## config.mk

```make
export PLATFORM = sky130hd
export DESIGN_NAME = of_ex_pipe_reg
export DESIGN_NICKNAME = d
export VERILOG_FILES = /design/src/rtl/of_ex_pipe_reg.sv
export SDC_FILE = /design/constraint.sdc
export NUM_CORES = 1
export LEC_CHECK = 0
export CAP_MARGIN = 20
export CORE_AREA = 2 2 140 142
export DETAILED_ROUTE_END_ITERATION = 10
export DIE_AREA = 0 0 142 144
export HOLD_SLACK_MARGIN = 0.15
export PLACE_DENSITY = 0.86
export SKIP_CTS_REPAIR_TIMING = 1
export SYNTH_ARGS = -nofsm -noshare
export SYNTH_HDL_FRONTEND = slang
export SYNTH_SLANG_ARGS = --single-unit
```

## constraint.sdc

```tcl
create_clock -name clk -period 4.2 [get_ports clk]
set_input_delay 0.84 -clock clk [delete_from_list [all_inputs] [get_ports clk]]
set_output_delay 0.84 -clock clk [all_outputs]
set_load 0.1 [all_outputs]
```

## src/rtl/of_ex_pipe_reg.sv

```systemverilog
// of_ex_pipe_reg: OF->EX pipeline register with stall, flush-to-bubble and saturating bubble counter
module of_ex_pipe_reg #(
  parameter int PC_W = 10,
  parameter int DATA_W = 32,
  parameter logic [DATA_W-1:0] NOP_IR = '0,
  parameter int CNT_W = 16
) (
  input  logic              clk,
  input  logic              reset_n,
  input  logic              of_valid,
  input  logic [PC_W-1:0]   of_pc,
  input  logic [DATA_W-1:0] of_branch_target,
  input  logic [DATA_W-1:0] of_op_a,
  input  logic [DATA_W-1:0] of_op_b,
  input  logic [DATA_W-1:0] of_op_2,
  input  logic [DATA_W-1:0] of_ir,
  input  logic              ex_stall,
  input  logic              flush,
  input  logic              clr_count,
  output logic              of_ready,
  output logic              ex_valid,
  output logic [PC_W-1:0]   ex_pc,
  output logic [DATA_W-1:0] ex_branch_target,
  output logic [DATA_W-1:0] ex_op_a,
  output logic [DATA_W-1:0] ex_op_b,
  output logic [DATA_W-1:0] ex_op_2,
  output logic [DATA_W-1:0] ex_ir,
  output logic [CNT_W-1:0]  bubble_count
);
  logic bubble;
  assign of_ready = !ex_stall;
  assign bubble = flush || (!ex_stall && !of_valid);
  // Payload register: flush beats stall beats load; bubbles only touch valid and IR
  always_ff @(posedge clk or negedge reset_n) begin
    if (!reset_n) begin
      ex_valid <= 1'b0;
      ex_pc <= '0;
      ex_branch_target <= '0;
      ex_op_a <= '0;
      ex_op_b <= '0;
      ex_op_2 <= '0;
      ex_ir <= NOP_IR;
    end else if (bubble) begin
      ex_valid <= 1'b0;
      ex_ir <= NOP_IR;
    end else if (!ex_stall) begin
      ex_valid <= 1'b1;
      ex_pc <= of_pc;
      ex_branch_target <= of_branch_target;
      ex_op_a <= of_op_a;
      ex_op_b <= of_op_b;
      ex_op_2 <= of_op_2;
      ex_ir <= of_ir;
    end
  end
  // Bubble counter: clear wins, otherwise count bubble edges and stick at all-ones
  always_ff @(posedge clk or negedge reset_n) begin
    if (!reset_n) bubble_count <= '0;
    else if (clr_count) bubble_count <= '0;
    else if (bubble && bubble_count != '1) bubble_count <= bubble_count + 1'b1;
  end
endmodule

```

==> impl_results.md <==
* Max-slew violations at 0
* CTS tree: built
* Detailed-router iteration count before antenna repair at 6
* Total negative slack at 0 ns
* Crit. End Element: output port
* 1st-iter DRT viols at between 200 and 250
* Arrival time at the worst endpoint at ~2.1 ns
* CTS Sinks at between 150 and 200
* Remaining Overflow, GRT at 0
* Syn Inst Count at around 470
* Clk root buf: clkbuf_16
* P_leak at 0.004743 uW
* Netlist cell types at 30
* Synthesized area at roughly 7100 um^2
* DRC at 0
* Die W at roughly 140 um
* Final period util at between 60% and 70%
* YS warnings at 0
* Reg-to-Reg Start: bubble_count[0]
* WL/cell at about 18 um
* Type of origin of the critical path: flip-flop
* CTS buffer count at 17
* Min Clock Period, post-route at between 2 and 3 ns
* Hold WC Path Type: input port to asynchronous set/reset pin
* Seq cells post-synth at approximately 190
* Highest fanout seen on the critical path at 8
* Top Ports at ~360
* Largest net degree at the start of global routing at 92
* Least-Margin Pin Slew at 1.061 ns
* Flop2flop setup slack at between 2 and 2.5 ns
* Share of cells above drive strength 1 at ~22%
* Fin. Hold Viols at 0
* RSZ-0062 raised after global routing: no
* Core area at about 19000 um^2
* Critical Path Max Stage Delay at 1.20 ns
* CP required at about 3.4 ns
* DP Area at 11030 um^2
* First-pass GRT wire length at 28990 um
* CP cell instances: clkdlybuf4s50_1
* Antenna diodes at 0
* CP Class: flip-flop to output port
* Setup crit start: bubble_count[8]
* Crit path depth at 1
* Highest Clock Rate at ~340 MHz
* Register area at ~4700 um^2
* CTS H-tree depth at 4
* Gpl congestion at around 0.77
* Final Routed Wirelength at about 19000 um
* Vias post-DR at 5257
* Reg2Reg Depth at 5
* Chip height at between 100 and 150 um
* Multi-input gate area at about 2300 um^2
* Dominant synthesized flop cell: dfrtp_1
* Largest cells by area after synthesis: dfrtp_1, mux2_2, a22o_1, clkbuf_1, a21oi_1
* Clock Skews at approximately 0.007 ns
* Final HPWL DP at 14160 um
* Initial core utilization at 37.44%
* Antenna viol nets, final at 0
* Design area at ~12000 um^2
* Worst Setup EP: bubble_count[8]
* Slowest-stage cell, CP: clkdlybuf4s50_1
* Max IR drop VDD at 402.9 uV
* Post-synth EDFFs at 0
* CTS max path bufs at 2
* Crit path buffers/inverters at 1
* Filler instances at about 1500
* Worst R2R End: bubble_count[5]
* Top delay family on crit path: buffers and inverters
* Final Setup Violations at 0
* Nets at about 1000
* Avg Inst Size Synth at approximately 15 um^2
* Power per cell area at slightly below 600 nW/um^2
* I/O Buffers at 363
* Sequential element share of the synthesized area at about 66%
* Worst-path clk slew at 0.07 ns
* # rows at a little over 50
* Worst skew pair latency at just over 0.4 ns
* Slew HR at between 20 and 30%
* Number of global-route vias before repair at around 5400
* Max Cap Viol at 0
* Die footprint at just over 20000 um^2
* Aggregate global-route resource usage at a little under a fifth
* Post-Syn Nets at around 640
* Antenna violations before repair at 0
* Ys async rst share at between 90% and 100%
* Vias/cell at slightly below 5
* Area grow syn2layout at 62.23%
* Status: completed
* Post-synth top area cell: dfrtp_1
* Top cell type's share of synthesized area at 65.51%
metrics by stage:
step	power (uW)	util [%]	setup WS, ns	std cells	hold slack, ns
finish	6822	60.74	1.278	1074	0.4323
floorplan	4484	-	1.673	466	0.5444
CTS	6902	60.74	1.262	1074	0.4869
global route	7057	60.74	1.224	1074	0.5107
global placement	5315	57.83	1.197	1043	0.4595
detailed placement	5353	57.83	1.162	1043	0.4804
cell usage after synthesis (all sizes together), types with 3 or more instances:
master	count
dfrtp	187
a22o	32
nor2	4
or3	5
and4	5
clkbuf	20
nand3	4
a21oi	13
nor2b	3
o21ai	5
o31ai	7
mux2	141
buf	8
or4	7
nand2	7
nand4	3
report_power, final:
group / leakage (uW) / total [uW] / internal (uW) / switching, uW
Combinational: 0.00218 / 3100 / 788 / 2310
Clock: 0.000262 / 1520 / 782 / 741
Sequential: 0.00230 / 2200 / 2070 / 137
placed cells by master (no fill, tap or decap), types with 2 or more instances in the layout:
| master | count |
|---|---|
| clkdlybuf4s50_1 | 361 |
| or4_1 | 7 |
| inv_8 | 5 |
| o31ai_1 | 7 |
| nand4_1 | 3 |
| nor2b_1 | 3 |
| clkbuf_16 | 17 |
| inv_6 | 2 |
| clkinv_4 | 3 |
| a22o_1 | 32 |
| nand2_1 | 7 |
| or3_1 | 5 |
| buf_4 | 2 |
| nor3_1 | 2 |
| nor4_1 | 2 |
| mux2_2 | 141 |
| o21ai_0 | 5 |
| a21oi_1 | 13 |
| buf_12 | 3 |
| inv_1 | 2 |
| and4_1 | 5 |
| nor2_1 | 3 |
| nand3_1 | 4 |
| clkinvlp_4 | 4 |
| dfrtp_1 | 187 |
flip-flops by register name, summed over array words and instances, names as in the netlist:
signal            flops
ex_branch_target     32
ex_op_b              32
ex_valid              1
ex_op_a              32
bubble_count         16
ex_pc                10
ex_ir                32
ex_op_2              32
logic make-up (layout without fill, tap and decap cells):
| family | count (synthesis) | after routing | share of synthesized area [%] |
|---|---|---|---|
| multiplexers | 141 | 141 | 22.23 |
| AND/OR/NAND/NOR | 47 | 47 | 4.029 |
| flip-flops | 187 | 187 | 65.51 |
| adder cells (fa/ha/maj) | 1 | 1 | 0.1751 |
| buffers and inverters | 30 | 400 | 1.787 |
| AO/OA/AOI/OAI | 60 | 60 | 6.271 |
final cells by class:
type | count | area share (%)
clock buffer | 17 | 3.671
multi-input combinational | 249 | 20.27
sequential | 187 | 40.38
clock inverter | 14 | 1.123
inverter | 2 | 0.06478
timing repair buffer | 367 | 31.93
tap | 238 | 2.570
worst min-delay path by stage:
| stage | to | cells past startpoint | slack, ns | startpoint |
|---|---|---|---|---|
| 6_report | ex_op_a[23] | 1 | 0.43 | reset_n |
| 5_1_grt | ex_ir[23] | 1 | 0.51 | ex_ir[23] |
| 4_1_cts | ex_op_a[23] | 1 | 0.49 | reset_n |
| 3_5_place_dp | ex_ir[28] | 1 | 0.48 | ex_ir[28] |
| 3_3_place_gp | ex_valid | 1 | 0.46 | ex_valid |
| 2_1_floorplan | bubble_count[0] | 0 | 0.54 | reset_n |
layer usage:
metal,share of wire (%),vias to the layer above,GRT usage [%]
met5,0,-,0
met4,1.9,0,6.053
met3,8.1,23,6.258
met2,52,232,32.16
met1,38,2588,20.78
li1,-,2414,-
Power figures use the tool's default switching activity.
